[src/rtl/mem_arbiter_if.sv]
// mem_arbiter_if
//   Groups the two requester handshakes and the Memory command/data bus
//   used by mem_arbiter. The clock and reset stay outside the bundle.
//   Requester side : req0/1, wr0/1, addr0/1, wdata0/1 -> arbiter
//                    ack0/1, err, rdata, busy, gnt_id <- arbiter
//   Memory side    : readMem, writeMem, addrBus, memWdata, memWdataEn <- arbiter
//                    rdyMem, outBus -> arbiter
//   Modports: master = arbiter view, slave = requester/memory view.
interface mem_arbiter_if #(
    parameter int ADDR_W = 8,
    parameter int DATA_W = 16
);
    logic              req0;
    logic              req1;
    logic              wr0;
    logic              wr1;
    logic [ADDR_W-1:0] addr0;
    logic [ADDR_W-1:0] addr1;
    logic [DATA_W-1:0] wdata0;
    logic [DATA_W-1:0] wdata1;
    logic              ack0;
    logic              ack1;
    logic              err;
    logic [DATA_W-1:0] rdata;
    logic              busy;
    logic              gnt_id;
    logic              readMem;
    logic              writeMem;
    logic [ADDR_W-1:0] addrBus;
    logic [DATA_W-1:0] memWdata;
    logic              memWdataEn;
    logic              rdyMem;
    logic [DATA_W-1:0] outBus;

    modport master (
        input  req0, req1, wr0, wr1, addr0, addr1, wdata0, wdata1, rdyMem, outBus,
        output ack0, ack1, err, rdata, busy, gnt_id,
               readMem, writeMem, addrBus, memWdata, memWdataEn
    );

    modport slave (
        output req0, req1, wr0, wr1, addr0, addr1, wdata0, wdata1, rdyMem, outBus,
        input  ack0, ack1, err, rdata, busy, gnt_id,
               readMem, writeMem, addrBus, memWdata, memWdataEn
    );
endinterface

[src/rtl/mem_arbiter.sv]
// mem_arbiter
//   Round-robin arbiter and sequencer between two requesters (0 = CPU data
//   port, 1 = fetch/DMA port) and a single-port 256x16 Memory. Each granted
//   transaction issues one readMem/writeMem pulse, holds the address/data
//   until rdyMem, returns read data and pulses the requester's ack. A
//   watchdog closes the transaction with err=1 if rdyMem never arrives.
// Ports
//   clk  : system clock, rising edge
//   rst  : asynchronous reset, active low
//   bus  : mem_arbiter_if.master (requester handshakes + Memory bus)
// All outputs are registered.
//
// state | meaning
// IDLE  | no transaction; arbitrate pending requests
// ISSUE | one-cycle command pulse to Memory
// WAIT  | hold bus, wait for rdyMem or watchdog expiry
// DONE  | one-cycle ack (with err) to the granted requester
module mem_arbiter #(
    parameter int ADDR_W  = 8,
    parameter int DATA_W  = 16,
    parameter int TIMEOUT = 15,
    parameter int TO_W    = 8
) (
    input logic           clk,
    input logic           rst,
    mem_arbiter_if.master bus
);

    typedef enum logic [1:0] {IDLE, ISSUE, WAIT, DONE} state_t;

    state_t            state_q, state_d;
    logic              last_q, last_d;
    logic              wr_q, wr_d;
    logic              gnt_id_q, gnt_id_d;
    logic [TO_W-1:0]   cnt_q, cnt_d;
    logic              ack0_q, ack0_d;
    logic              ack1_q, ack1_d;
    logic              err_q, err_d;
    logic [DATA_W-1:0] rdata_q, rdata_d;
    logic              busy_q, busy_d;
    logic              read_mem_q, read_mem_d;
    logic              write_mem_q, write_mem_d;
    logic [ADDR_W-1:0] addr_bus_q, addr_bus_d;
    logic [DATA_W-1:0] mem_wdata_q, mem_wdata_d;
    logic              mem_wdata_en_q, mem_wdata_en_d;
    logic              pick1;

    always_ff @(posedge clk or negedge rst) begin
        if (!rst) begin
            state_q        <= IDLE;
            last_q         <= 1'b1;  // requester 0 wins the first contention
            wr_q           <= 1'b0;
            gnt_id_q       <= 1'b0;
            cnt_q          <= '0;
            ack0_q         <= 1'b0;
            ack1_q         <= 1'b0;
            err_q          <= 1'b0;
            rdata_q        <= '0;
            busy_q         <= 1'b0;
            read_mem_q     <= 1'b0;
            write_mem_q    <= 1'b0;
            addr_bus_q     <= '0;
            mem_wdata_q    <= '0;
            mem_wdata_en_q <= 1'b0;
        end else begin
            state_q        <= state_d;
            last_q         <= last_d;
            wr_q           <= wr_d;
            gnt_id_q       <= gnt_id_d;
            cnt_q          <= cnt_d;
            ack0_q         <= ack0_d;
            ack1_q         <= ack1_d;
            err_q          <= err_d;
            rdata_q        <= rdata_d;
            busy_q         <= busy_d;
            read_mem_q     <= read_mem_d;
            write_mem_q    <= write_mem_d;
            addr_bus_q     <= addr_bus_d;
            mem_wdata_q    <= mem_wdata_d;
            mem_wdata_en_q <= mem_wdata_en_d;
        end
    end

    // Outputs are registered from the next-state decode, so each pulse
    // lines up with the cycle spent in the corresponding state.
    always_comb begin
        state_d        = state_q;
        last_d         = last_q;
        wr_d           = wr_q;
        gnt_id_d       = gnt_id_q;
        cnt_d          = cnt_q;
        ack0_d         = 1'b0;
        ack1_d         = 1'b0;
        err_d          = 1'b0;
        rdata_d        = rdata_q;
        read_mem_d     = 1'b0;
        write_mem_d    = 1'b0;
        addr_bus_d     = addr_bus_q;
        mem_wdata_d    = mem_wdata_q;
        mem_wdata_en_d = mem_wdata_en_q;
        pick1          = 1'b0;

        case (state_q)
            IDLE: begin
                if (bus.req0 || bus.req1) begin
                    // Under contention the requester that was not served last wins.
                    pick1          = bus.req1 && (!bus.req0 || !last_q);
                    gnt_id_d       = pick1;
                    last_d         = pick1;
                    wr_d           = pick1 ? bus.wr1 : bus.wr0;
                    addr_bus_d     = pick1 ? bus.addr1 : bus.addr0;
                    if (wr_d) begin
                        mem_wdata_d = pick1 ? bus.wdata1 : bus.wdata0;
                    end
                    mem_wdata_en_d = wr_d;
                    read_mem_d     = !wr_d;
                    write_mem_d    = wr_d;
                    state_d        = ISSUE;
                end
            end
            ISSUE: begin
                // Watchdog counts down the WAIT cycles still allowed after this one.
                cnt_d   = TO_W'(TIMEOUT - 1);
                state_d = WAIT;
            end
            WAIT: begin
                if (bus.rdyMem) begin
                    if (!wr_q) begin
                        rdata_d = bus.outBus;
                    end
                    ack0_d         = !gnt_id_q;
                    ack1_d         = gnt_id_q;
                    mem_wdata_en_d = 1'b0;
                    state_d        = DONE;
                end else if (cnt_q == '0) begin
                    err_d          = 1'b1;
                    ack0_d         = !gnt_id_q;
                    ack1_d         = gnt_id_q;
                    mem_wdata_en_d = 1'b0;
                    state_d        = DONE;
                end else begin
                    cnt_d = cnt_q - TO_W'(1);
                end
            end
            DONE: begin
                state_d = IDLE;
            end
            default: begin
                state_d = IDLE;
            end
        endcase

        busy_d = (state_d != IDLE);
    end

    assign bus.ack0       = ack0_q;
    assign bus.ack1       = ack1_q;
    assign bus.err        = err_q;
    assign bus.rdata      = rdata_q;
    assign bus.busy       = busy_q;
    assign bus.gnt_id     = gnt_id_q;
    assign bus.readMem    = read_mem_q;
    assign bus.writeMem   = write_mem_q;
    assign bus.addrBus    = addr_bus_q;
    assign bus.memWdata   = mem_wdata_q;
    assign bus.memWdataEn = mem_wdata_en_q;

endmodule

[src/flat_wrapper.sv]
// flat-port wrapper written by rule: the top's interface ports become plain ports
module mem_arbiter_flat 
#(
    parameter int ADDR_W  = 8,
    parameter int DATA_W  = 16,
    parameter int TIMEOUT = 15,
    parameter int TO_W    = 8
)
  (clk, rst, bus_req0, bus_req1, bus_wr0, bus_wr1, bus_addr0, bus_addr1, bus_wdata0, bus_wdata1, bus_rdyMem, bus_outBus, bus_ack0, bus_ack1, bus_err, bus_rdata, bus_busy, bus_gnt_id, bus_readMem, bus_writeMem, bus_addrBus, bus_memWdata, bus_memWdataEn);
  mem_arbiter_if #(.ADDR_W(ADDR_W), .DATA_W(DATA_W)) bus_i ();
  input logic clk;
  input logic rst;
  input wire logic [$bits(bus_i.req0)-1:0] bus_req0;
  input wire logic [$bits(bus_i.req1)-1:0] bus_req1;
  input wire logic [$bits(bus_i.wr0)-1:0] bus_wr0;
  input wire logic [$bits(bus_i.wr1)-1:0] bus_wr1;
  input wire logic [$bits(bus_i.addr0)-1:0] bus_addr0;
  input wire logic [$bits(bus_i.addr1)-1:0] bus_addr1;
  input wire logic [$bits(bus_i.wdata0)-1:0] bus_wdata0;
  input wire logic [$bits(bus_i.wdata1)-1:0] bus_wdata1;
  input wire logic [$bits(bus_i.rdyMem)-1:0] bus_rdyMem;
  input wire logic [$bits(bus_i.outBus)-1:0] bus_outBus;
  output wire logic [$bits(bus_i.ack0)-1:0] bus_ack0;
  output wire logic [$bits(bus_i.ack1)-1:0] bus_ack1;
  output wire logic [$bits(bus_i.err)-1:0] bus_err;
  output wire logic [$bits(bus_i.rdata)-1:0] bus_rdata;
  output wire logic [$bits(bus_i.busy)-1:0] bus_busy;
  output wire logic [$bits(bus_i.gnt_id)-1:0] bus_gnt_id;
  output wire logic [$bits(bus_i.readMem)-1:0] bus_readMem;
  output wire logic [$bits(bus_i.writeMem)-1:0] bus_writeMem;
  output wire logic [$bits(bus_i.addrBus)-1:0] bus_addrBus;
  output wire logic [$bits(bus_i.memWdata)-1:0] bus_memWdata;
  output wire logic [$bits(bus_i.memWdataEn)-1:0] bus_memWdataEn;
  assign bus_i.req0 = bus_req0;
  assign bus_i.req1 = bus_req1;
  assign bus_i.wr0 = bus_wr0;
  assign bus_i.wr1 = bus_wr1;
  assign bus_i.addr0 = bus_addr0;
  assign bus_i.addr1 = bus_addr1;
  assign bus_i.wdata0 = bus_wdata0;
  assign bus_i.wdata1 = bus_wdata1;
  assign bus_i.rdyMem = bus_rdyMem;
  assign bus_i.outBus = bus_outBus;
  assign bus_ack0 = bus_i.ack0;
  assign bus_ack1 = bus_i.ack1;
  assign bus_err = bus_i.err;
  assign bus_rdata = bus_i.rdata;
  assign bus_busy = bus_i.busy;
  assign bus_gnt_id = bus_i.gnt_id;
  assign bus_readMem = bus_i.readMem;
  assign bus_writeMem = bus_i.writeMem;
  assign bus_addrBus = bus_i.addrBus;
  assign bus_memWdata = bus_i.memWdata;
  assign bus_memWdataEn = bus_i.memWdataEn;
  mem_arbiter #(.ADDR_W(ADDR_W), .DATA_W(DATA_W), .TIMEOUT(TIMEOUT), .TO_W(TO_W)) u_core (.clk(clk), .rst(rst), .bus(bus_i));
endmodule
[config.mk]
export PLATFORM = sky130hd
export DESIGN_NAME = mem_arbiter_flat
export DESIGN_NICKNAME = d
export VERILOG_FILES = /design/src/rtl/mem_arbiter_if.sv /design/src/rtl/mem_arbiter.sv /design/src/flat_wrapper.sv
export SDC_FILE = /design/constraint.sdc
export NUM_CORES = 1
export LEC_CHECK = 0
export BUFFER_PORTS_ARGS = -buffer_cell sky130_fd_sc_hd__buf_4
export CORE_MARGIN = 10
export CORE_UTILIZATION = 47
export DETAILED_ROUTE_END_ITERATION = 8
export GPL_ROUTABILITY_DRIVEN = 0
export PLACE_DENSITY = 0.8
export SYNTH_ARGS = -nofsm -noshare
export SYNTH_HDL_FRONTEND = slang
export SYNTH_SLANG_ARGS = --single-unit
[constraint.sdc]
create_clock -name clk -period 2.3 [get_ports clk]
set_input_delay 0.115 -clock clk [delete_from_list [all_inputs] [get_ports clk]]
set_output_delay 0.115 -clock clk [all_outputs]
set_load 0.02 [all_outputs]
======== After elaboration in Yosys (flattened, before gate mapping) ========
Index checks and enable logic that the tools add are counted.
cells by class
  $add $sub $neg .......................... 1
  equality and inequality tests ........... 7
  bitwise operators ....................... 1
  multiplexer cells ....................... 27
  reduce and logical (&&, ||, !) cells .... 17
operators with widths
  operator                                                count
  two-way mux 8 bit                                       3
  two-way mux 1 bit                                       17
  two-way mux 16 bit                                      1
  case mux 8 bit (2 select lines)                         1
  AND reduction 3 bit                                     4
  zero test 8 bit                                         1
  case mux 2 bit (4 select lines)                         1
  subtractor 8 x 1 -> 8 bit (second input constant)       1
  two-way mux 2 bit                                       3
  nonzero test 2 bit                                      3
  equality test 2 bit (second input constant)             2
  zero test 1 bit                                         4
  inequality test 2 bit (second input constant)           2
  inequality test 3 x 2 -> 1 bit (second input constant)  1
  equality test 2 x 1 -> 1 bit (second input constant)    1
  zero test 2 bit                                         1
  logical OR 1 bit                                        2
  inequality test 2 x 1 -> 1 bit (second input constant)  1
  case mux 1 bit (2 select lines)                         1
  AND reduction 2 bit                                     1
  logical AND 1 bit                                       1
  inverter 1 bit                                          1
storage, ports and cells
  flip-flop bits (word level) ............. 60

======== Logic depth before layout (Yosys ltp) ========
Gate-level depths: netlist of the first run.
  depth in word-level cells ............... 7
  gate-level depth with buffers ........... 8
  mapped depth without buffers ............ 6

======== Least setup slack after synthesis of the first run ========
Ideal clock, no wire load.
  path kind ............................... reg-to-reg
  start point ............................. reg u_core.state_q[0]
  end point ............................... reg u_core.cnt_q[5]
  library setup time ...................... 120 ps
  path slack .............................. 609 ps
  stages on the path, launching flop included .. 8
  arrival ................................. 1570 ps
  path through ............................ dfrtp_1 inv_1 ha_1 buf_2 and2b_1 a21boi_2 a31oi_1 a41o_1
between the ends
  longest elaborated chain between the ends .. 3
  elaborated cells on any way between the ends .. 7
RTL lines
  what                                                                   line                source
  start, declared                                                        mem_arbiter.sv:31   state_t state_q, state_d;
  start signal, assigned                                                 mem_arbiter.sv:66   state_q <= state_d;
  equality test 2 bit or equality test 2 x 1 -> 1 bit (tied branches)    mem_arbiter.sv:103  case (state_q)
  inequality test 2 bit (no line) or nonzero test 2 bit (tied branches)  n/a
  AND reduction 3 bit (no line)                                          n/a
  end signal, assigned                                                   mem_arbiter.sv:70   cnt_q <= cnt_d;
  end, declared                                                          mem_arbiter.sv:35   logic [TO_W-1:0] cnt_q, cnt_d;
Several ways; a longest one is shown, not always the timed one.
A chain may end at the register's enable or synchronous reset.

======== Final worst setup path of the first run ========
Ends and elaborated chain as after synthesis.

==> results of run 1 <==
## registers in the layout, summed over array words and instances, names as in the netlist, 2 cells and up
name / flops
u_core.bus.addrBus: 8
u_core.bus.rdata: 16
u_core.bus.memWdata: 16
u_core.cnt_q: 8
u_core.state_q: 2
## per-layer routing
metal  up-vias  part of all wire  GRT usage  wire (µm)
met4         0             0.013     0.0673         87
met1       982              0.41      0.167       2720
met5         -                 0          0          0
met3         5              0.11     0.0715        720
met2        86              0.47      0.224       3110
li1       1051                 -          -          -
## worst max-delay path by stage
stage,from,endpoint,slack [ns],cells after the start
6_report,u_core.state_q[0]$_DFF_PN0_,u_core.cnt_q[5]$_DFFE_PN0P_,0.39,6
5_1_grt,u_core.state_q[0]$_DFF_PN0_,u_core.cnt_q[5]$_DFFE_PN0P_,0.21,6
2_1_floorplan,u_core.state_q[0]$_DFF_PN0_,u_core.cnt_q[5]$_DFFE_PN0P_,0.61,7
3_3_place_gp,u_core.state_q[0]$_DFF_PN0_,u_core.cnt_q[5]$_DFFE_PN0P_,0.49,6
4_1_cts,u_core.state_q[0]$_DFF_PN0_,u_core.cnt_q[5]$_DFFE_PN0P_,0.39,6
3_5_place_dp,u_core.state_q[0]$_DFF_PN0_,u_core.cnt_q[5]$_DFFE_PN0P_,0.40,6
## layout make-up
| cell class | instances | area share |
|---|---|---|
| timing repair buffer | 124 | 0.244 |
| tap | 72 | 0.0235 |
| clock inverter | 1 | 0.00131 |
| inverter | 6 | 0.00588 |
| multi-input combinational | 148 | 0.285 |
| sequential | 60 | 0.393 |
| clock buffer | 14 | 0.0477 |
## metrics by stage
step / hold slack [ns] / instances / setup WS (ns) / utilization
6_report: 0.0299 / 425 / 0.391 / 0.695
5_1_grt: 0.0155 / 425 / 0.205 / 0.695
4_1_cts: 0.0159 / 425 / 0.387 / 0.695
3_5_place_dp: 0.231 / 409 / 0.403 / 0.659
3_3_place_gp: 0.227 / 409 / 0.491 / 0.659
2_1_floorplan: -0.181 / 225 / 0.609 / -
## report_power, final
part | switching, mW | leakage [nW] | internal [mW]
combinational | 1.24 | 1.05 | 1.04
sequential | 0.254 | 0.711 | 1.52
clock | 0.367 | 0.0986 | 0.502
total | 1.86 | 1.86 | 3.06
## worst max-delay path, cell delays in order (launching register included)
cell                       delay, ns
sky130_fd_sc_hd__dfrtp_1        0.38
sky130_fd_sc_hd__inv_1          0.11
sky130_fd_sc_hd__ha_1           0.31
sky130_fd_sc_hd__and2b_1        0.26
sky130_fd_sc_hd__a21boi_2       0.38
sky130_fd_sc_hd__a31oi_1        0.14
sky130_fd_sc_hd__a41o_1         0.22
## kinds of logic (layout without fill, tap and decap cells)
kind of cell,Yosys count,in the layout
adder cells (fa/ha/maj),4,4
AO/OA/AOI/OAI,50,50
multiplexers,43,43
AND/OR/NAND/NOR,50,50
buffers and inverters,17,145
XOR/XNOR,1,1
flip-flops,60,60
## Yosys cell counts, types with 3 or more instances
cell type and count:
sky130_fd_sc_hd__dfrtp_1 59, sky130_fd_sc_hd__mux2i_1 26, sky130_fd_sc_hd__nor2_1 23, sky130_fd_sc_hd__a21oi_1 20
sky130_fd_sc_hd__mux2_2 16, sky130_fd_sc_hd__nand2_1 11, sky130_fd_sc_hd__o21ai_0 9, sky130_fd_sc_hd__buf_2 8
sky130_fd_sc_hd__inv_1 6, sky130_fd_sc_hd__a31oi_1 5, sky130_fd_sc_hd__ha_1 4, sky130_fd_sc_hd__nor3_1 3
sky130_fd_sc_hd__o211ai_1 3
==> impl_metrics.xml, run 1 <==
<?xml version="1.0" encoding="UTF-8"?>
<metrics>
  <group name="synthesis">
    <metric name="count_of_cell_types_in_the_netlist" unit="">41</metric>
    <metric name="synth_compound_gate_area_share" unit="">0.123</metric>
    <metric name="synth_edf_count" unit="">0</metric>
    <metric name="leading_post_synthesis_cells_by_cell_area" unit="">sky130_fd_sc_hd__dfrtp_1 (56%), sky130_fd_sc_hd__mux2i_1 (9.8%), sky130_fd_sc_hd__mux2_2 (6.8%)</metric>
    <metric name="synthDominantCellAreaShare" unit="">0.555</metric>
    <metric name="ys_dominant_reg_cell" unit="">sky130_fd_sc_hd__dfrtp_1</metric>
    <metric name="yosys.area_share.adder" unit="">0.0188</metric>
    <metric name="syn_inst" unit="">225</metric>
    <metric name="yosysWarningCount" unit="">0</metric>
    <metric name="synth_async_sr_flop_share" unit="">1.00</metric>
    <metric name="synth_seq_cells" unit="">60</metric>
    <metric name="syn_avg_cell_area" unit="µm²">11.8</metric>
    <metric name="synth_top_area_cell" unit="">sky130_fd_sc_hd__dfrtp_1</metric>
    <metric name="post_synth_and_or_nand_nor_area_fraction" unit="">0.0898</metric>
    <metric name="multiplexer_share_of_the_synthesized_area" unit="">0.171</metric>
    <metric name="synth_top_family_by_area" unit="">multiplexers</metric>
    <metric name="cell_area_synth" unit="µm²">2660</metric>
    <metric name="syn-num-nets" unit="">300</metric>
    <metric name="synth_seq_area_share" unit="">0.565</metric>
    <metric name="synth_xor_xnor_area_share" unit="">0.00329</metric>
  </group>
  <group name="detailed_routing">
    <metric name="firstDrtPassIters" unit="">4</metric>
    <metric name="dr_total_vias" unit="">2124</metric>
    <metric name="viasPerCell" unit="">5.00</metric>
    <metric name="drtAntennaViolNets" unit="">0</metric>
    <metric name="drt_iter0_drc" unit="">73</metric>
    <metric name="routed_wl" unit="µm">6630</metric>
    <metric name="post_drt_wl_per_cell" unit="µm">15.6</metric>
    <metric name="drc_errors" unit="">0</metric>
  </group>
  <group name="sta">
    <metric name="fin_crit_sh" unit="">0.830</metric>
    <metric name="rsz0062_at_grt" unit="">no</metric>
    <metric name="slew_viol_final" unit="">0</metric>
    <metric name="tightestPinTransition" unit="ns">0.732</metric>
    <metric name="final.min_clock_period" unit="ns">1.91</metric>
    <metric name="max_freq" unit="MHz">524</metric>
    <metric name="totalNegativeSetupSlack" unit="ns">0</metric>
    <metric name="final-hold-violation-count" unit="">0</metric>
    <metric name="relSlewSlack" unit="">0.512</metric>
    <metric name="setup_viol_count_final" unit="">0</metric>
    <metric name="clock-skew-final" unit="ns">0.00667</metric>
  </group>
  <group name="floorplanning">
    <metric name="floorplan.core_area" unit="µm²">5510</metric>
    <metric name="initial_utilization" unit="">0.483</metric>
    <metric name="ios" unit="">119</metric>
    <metric name="die_y" unit="µm">95.2</metric>
    <metric name="die_w" unit="µm">95.2</metric>
    <metric name="die_area" unit="µm²">9070</metric>
    <metric name="number_of_rows_created_at_floorplan" unit="">27</metric>
  </group>
  <group name="critical_path">
    <metric name="arrival_time_worst_endpoint" unit="ns">2.11</metric>
    <metric name="timing.reg2reg.setup_slack" unit="ns">0.39</metric>
    <metric name="worst_r2r_endpoint" unit="">u_core.cnt_q[5]$_DFFE_PN0P_</metric>
    <metric name="timing.critical_path.fanout_max" unit="">9</metric>
    <metric name="setup.worst_path.end_class" unit="">register</metric>
    <metric name="path_class" unit="">reg2reg</metric>
    <metric name="worst-r2r-cell-count" unit="">6</metric>
    <metric name="worstPathRequired" unit="ns">2.50</metric>
    <metric name="setup.worst_path.start_class" unit="">register</metric>
    <metric name="r2r_start" unit="">u_core.state_q[0]$_DFF_PN0_</metric>
  </group>
  <group name="min_path">
    <metric name="min_to" unit="">u_core.bus.rdata[7]$_DFFE_PN0P_</metric>
    <metric name="worstHoldStart" unit="">bus_outBus[7]</metric>
    <metric name="min_delay_path_depth" unit="">2</metric>
    <metric name="hold_path_class" unit="">in2reg</metric>
  </group>
  <group name="final_layout">
    <metric name="layout.cells.most_common" unit="">sky130_fd_sc_hd__buf_4</metric>
    <metric name="antenna_cells_inserted" unit="">0</metric>
    <metric name="area_growth_syn_to_layout" unit="%">43.9</metric>
    <metric name="final_area" unit="µm²">3830</metric>
    <metric name="final_layout_size_suffix_gt1_frac" unit="">0.456</metric>
    <metric name="ff_latch_area" unit="µm²">1500</metric>
    <metric name="layout.cells.most_common_list" unit="">sky130_fd_sc_hd__buf_4 (123), sky130_fd_sc_hd__dfrtp_1 (59), sky130_fd_sc_hd__mux2i_1 (26)</metric>
    <metric name="area_of_the_multi_input_gates" unit="µm²">1090</metric>
    <metric name="layout.filler_cells" unit="">431</metric>
    <metric name="finish.net_count" unit="">424</metric>
  </group>
  <group name="clock_tree">
    <metric name="cts_made_buffers" unit="">9</metric>
    <metric name="cts.hold.buffers_added" unit="">1</metric>
    <metric name="post_cts.repair.setup_buffers" unit="">0</metric>
    <metric name="post_cts_resized" unit="">0</metric>
    <metric name="path_clk_slew" unit="ns">0.06</metric>
    <metric name="worstSkewPairLatency" unit="ns">0.32</metric>
    <metric name="ctsRootBufferMaster" unit="">sky130_fd_sc_hd__clkbuf_8</metric>
    <metric name="htree_num_levels" unit="">3</metric>
    <metric name="cts_tree" unit="">built</metric>
    <metric name="cts.path.max_buffers" unit="">2</metric>
    <metric name="cts.sinks" unit="">60</metric>
  </group>
  <group name="pwr">
    <metric name="pwr_density" unit="nW/µm²">1290</metric>
    <metric name="vdd_drop_max" unit="mV">0.570</metric>
    <metric name="power_leakage" unit="nW">1.86</metric>
    <metric name="fin_total_pwr" unit="mW">4.92</metric>
  </group>
  <group name="global_route">
    <metric name="grt_first_pass_wirelength" unit="µm">10400</metric>
    <metric name="globalRouteOverflowTotal" unit="">0</metric>
    <metric name="first_global_vias" unit="">2225</metric>
    <metric name="grt_antenna_before_repair" unit="">0</metric>
    <metric name="grt_util_all_layers" unit="">0.146</metric>
    <metric name="pin_count_of_the_biggest_net_entering_global_routing" unit="">61</metric>
  </group>
  <group name="outcome">
    <metric name="status" unit="">finished, final reports clean</metric>
  </group>
  <group name="flow_run">
    <metric name="total_of_max_cap_violations" unit="">0</metric>
  </group>
  <group name="placed_design">
    <metric name="placement.cell_area" unit="µm²">3630</metric>
    <metric name="port_buffers" unit="">118</metric>
    <metric name="dp_hpwl" unit="µm">5240</metric>
  </group>
</metrics>
Power figures use the tool's default switching activity.
==> run 2, diff against run 1 <==
CORE_UTILIZATION = 42   (was 47)
PLACE_DENSITY = 0.75   (was 0.8)
clock period = 1.7 ns   (was 2.3 ns; I/O delays follow)
==> run 2 against run 1 <==
Clock power grew 47%. Clock-buffer cell count fell by 3. Sequential power up 36%. Final area rose by 9.1%. Critical path depth decreased by 2. Via count up 7.8%. Final cell count rose by 7.3%. Total power grew 43%. Register-to-register slack lost 0.35 ns. Setup slack worse by 0.35 ns. Flip-flop and latch count did not move. Wire length rose by 11%. Critical endpoint is now u_core.cnt_q[2]$_DFFE_PN0P_.
==> impl_metrics.xml, run 2 (synthesized netlist as in run 1, its figures left out) <==
<?xml version="1.0" encoding="UTF-8"?>
<metrics>
  <group name="detailed_routing">
    <metric name="dr_total_vias" unit="">2289</metric>
    <metric name="drtAntennaViolNets" unit="">0</metric>
    <metric name="firstDrtPassIters" unit="">4</metric>
    <metric name="post_drt_wl_per_cell" unit="µm">16.1</metric>
    <metric name="drc_errors" unit="">0</metric>
    <metric name="drt_iter0_drc" unit="">67</metric>
    <metric name="routed_wl" unit="µm">7350</metric>
    <metric name="viasPerCell" unit="">5.02</metric>
  </group>
  <group name="global_route">
    <metric name="globalRouteOverflowTotal" unit="">0</metric>
    <metric name="grt_first_pass_wirelength" unit="µm">11600</metric>
    <metric name="first_global_vias" unit="">2388</metric>
    <metric name="grt_util_all_layers" unit="">0.142</metric>
    <metric name="pin_count_of_the_biggest_net_entering_global_routing" unit="">61</metric>
    <metric name="grt_antenna_before_repair" unit="">0</metric>
  </group>
  <group name="final_layout">
    <metric name="area_of_the_multi_input_gates" unit="µm²">1130</metric>
    <metric name="layout.cells.most_common_list" unit="">sky130_fd_sc_hd__buf_4 (129), sky130_fd_sc_hd__dfrtp_1 (59), sky130_fd_sc_hd__mux2i_1 (26)</metric>
    <metric name="stdcell_count" unit="">456</metric>
    <metric name="ff_latch_area" unit="µm²">1500</metric>
    <metric name="antenna_cells_inserted" unit="">0</metric>
    <metric name="final_layout_size_suffix_gt1_frac" unit="">0.465</metric>
    <metric name="finish.net_count" unit="">451</metric>
    <metric name="area_growth_syn_to_layout" unit="%">56.9</metric>
    <metric name="layout.filler_cells" unit="">453</metric>
    <metric name="layout.cells.most_common" unit="">sky130_fd_sc_hd__buf_4</metric>
  </group>
  <group name="critical_path">
    <metric name="worst-r2r-cell-count" unit="">4</metric>
    <metric name="setup.worst_path.start_class" unit="">register</metric>
    <metric name="critical-path-max-stage-delay" unit="ns">0.56</metric>
    <metric name="worst_r2r_endpoint" unit="">u_core.cnt_q[2]$_DFFE_PN0P_</metric>
    <metric name="setup.worst_path.end_class" unit="">register</metric>
    <metric name="timing.critical_path.fanout_max" unit="">5</metric>
    <metric name="timing.reg2reg.setup_slack" unit="ns">0.04</metric>
    <metric name="crit_path_top_delay_cell" unit="">sky130_fd_sc_hd__or4_4</metric>
    <metric name="worstPathRequired" unit="ns">1.91</metric>
    <metric name="arrival_time_worst_endpoint" unit="ns">1.87</metric>
    <metric name="critPathTopFamily" unit="">simple AND/OR/NAND/NOR gates</metric>
    <metric name="path_class" unit="">reg2reg</metric>
    <metric name="crit_path_cell_trace" unit="">or4_4 -&gt; o311ai_4 -&gt; xor2_1 -&gt; nand2_1</metric>
    <metric name="r2r_start" unit="">u_core.cnt_q[3]$_DFFE_PN0P_</metric>
    <metric name="buf_inv_stages_crit_path" unit="">0</metric>
  </group>
  <group name="floorplanning">
    <metric name="number_of_rows_created_at_floorplan" unit="">28</metric>
    <metric name="initial_utilization" unit="">0.441</metric>
    <metric name="die_y" unit="µm">99.6</metric>
    <metric name="ios" unit="">119</metric>
    <metric name="die_area" unit="µm²">9920</metric>
    <metric name="die_w" unit="µm">99.6</metric>
    <metric name="floorplan.core_area" unit="µm²">6030</metric>
  </group>
  <group name="sta">
    <metric name="rsz0062_at_grt" unit="">yes</metric>
    <metric name="max_freq" unit="MHz">603</metric>
    <metric name="setup_viol_count_final" unit="">0</metric>
    <metric name="slew_viol_final" unit="">0</metric>
    <metric name="tightestPinTransition" unit="ns">0.736</metric>
    <metric name="post-route-worst-setup-slack" unit="ns">0.0421</metric>
    <metric name="totalNegativeSetupSlack" unit="ns">0</metric>
    <metric name="relSlewSlack" unit="">0.509</metric>
    <metric name="final-hold-violation-count" unit="">0</metric>
    <metric name="final.min_clock_period" unit="ns">1.66</metric>
    <metric name="clock-skew-final" unit="ns">0.00308</metric>
    <metric name="fin_crit_sh" unit="">0.975</metric>
    <metric name="fin_worst_hold_slack" unit="ns">0.0163</metric>
  </group>
  <group name="clock_tree">
    <metric name="cts.sinks" unit="">60</metric>
    <metric name="htree_num_levels" unit="">3</metric>
    <metric name="cts_made_buffers" unit="">9</metric>
    <metric name="ctsRootBufferMaster" unit="">sky130_fd_sc_hd__clkbuf_8</metric>
    <metric name="cts_tree" unit="">built</metric>
    <metric name="path_clk_slew" unit="ns">0.06</metric>
    <metric name="cts.path.max_buffers" unit="">2</metric>
    <metric name="worstSkewPairLatency" unit="ns">0.32</metric>
  </group>
  <group name="min_path">
    <metric name="hold_path_class" unit="">in2reg</metric>
    <metric name="worstHoldStart" unit="">bus_outBus[12]</metric>
    <metric name="min_delay_path_depth" unit="">2</metric>
    <metric name="min_to" unit="">u_core.bus.rdata[12]$_DFFE_PN0P_</metric>
  </group>
  <group name="flow_run">
    <metric name="total_of_max_cap_violations" unit="">0</metric>
  </group>
  <group name="placed_design">
    <metric name="dp_cells" unit="">419</metric>
    <metric name="detailedPlace.worstSlack" unit="ns">0.0248</metric>
    <metric name="port_buffers" unit="">118</metric>
    <metric name="dp_hpwl" unit="µm">5480</metric>
  </group>
  <group name="pwr">
    <metric name="pwr_density" unit="nW/µm²">1690</metric>
    <metric name="power_leakage" unit="nW">2.01</metric>
    <metric name="vdd_drop_max" unit="mV">1.08</metric>
  </group>
  <group name="outcome">
    <metric name="status" unit="">finished, final reports clean</metric>
  </group>
</metrics>
[run 2: changes by cell type in the layout (fill, tap and decap cells not counted), sizes merged]
cell and delta:
buf +9, dlygate4sd3 +17, clkbuf -2, bufinv +1, clkinv +3
[run 2: metrics by stage]
step	util	instance area, µm²	power, mW
after global routing	0.693	4170	7.53
final	0.693	4170	7.04
after detailed placement	0.616	3710	5.71
after CTS	0.679	4090	7.03
after floorplan	-	2660	4.20
after global placement	0.616	3710	5.59
[run 2: worst max-delay path by stage]
stage | startpoint | end | cells past startpoint
floorplan | u_core.state_q[0]$_DFF_PN0_ | u_core.cnt_q[5]$_DFFE_PN0P_ | 7
global placement | u_core.cnt_q[4]$_DFFE_PN0P_ | u_core.cnt_q[2]$_DFFE_PN0P_ | 4
detailed placement | u_core.cnt_q[4]$_DFFE_PN0P_ | u_core.cnt_q[4]$_DFFE_PN0P_ | 4
CTS | u_core.cnt_q[4]$_DFFE_PN0P_ | u_core.cnt_q[4]$_DFFE_PN0P_ | 4
global route | u_core.cnt_q[3]$_DFFE_PN0P_ | u_core.cnt_q[2]$_DFFE_PN0P_ | 4
finish | u_core.cnt_q[3]$_DFFE_PN0P_ | u_core.cnt_q[2]$_DFFE_PN0P_ | 4
[run 2: worst register-to-register path, delay by kind of cell (launching register included)]
family	cells	cell delay [ns]
and+or+nand+nor	2	0.62
AOI/OAI and AO/OA	1	0.36
xor gates and xnor gates	1	0.17
DFF	1	0.39
[run 2: metal layers]
metal / part of all wire / global-route usage / up-vias
met4: 0.010 / 0.0562 / 0
met2: 0.48 / 0.231 / 85
li1: - / - / 1112
met5: 0 / 0 / -
met1: 0.42 / 0.164 / 1084
met3: 0.088 / 0.0567 / 8
[run 2: power by group]
part	internal [mW]	switching, mW	total (mW)	leakage, nW
clock network	0.746	0.529	1.28	0.109
registers	2.06	0.349	2.41	0.711
logic	1.59	1.77	3.36	1.19
total	4.39	2.65	7.04	2.01
[run 2: area by class of cell]
type,count,share of cell area
flip-flops and latches,60,0.360
repair buffers,151,0.293
multi-input cells,148,0.270
clock buffers,11,0.0363
well taps,75,0.0225
clock inverters,5,0.0120
inverters,6,0.00540
[run 2: what timing repair did]
item,in CTS,in global routing
gates resized for setup,0,9
hold buffers,18,0
endpoints found under the hold margin,76,0
buffers inserted,0,2
setup endpoints to repair,0,25
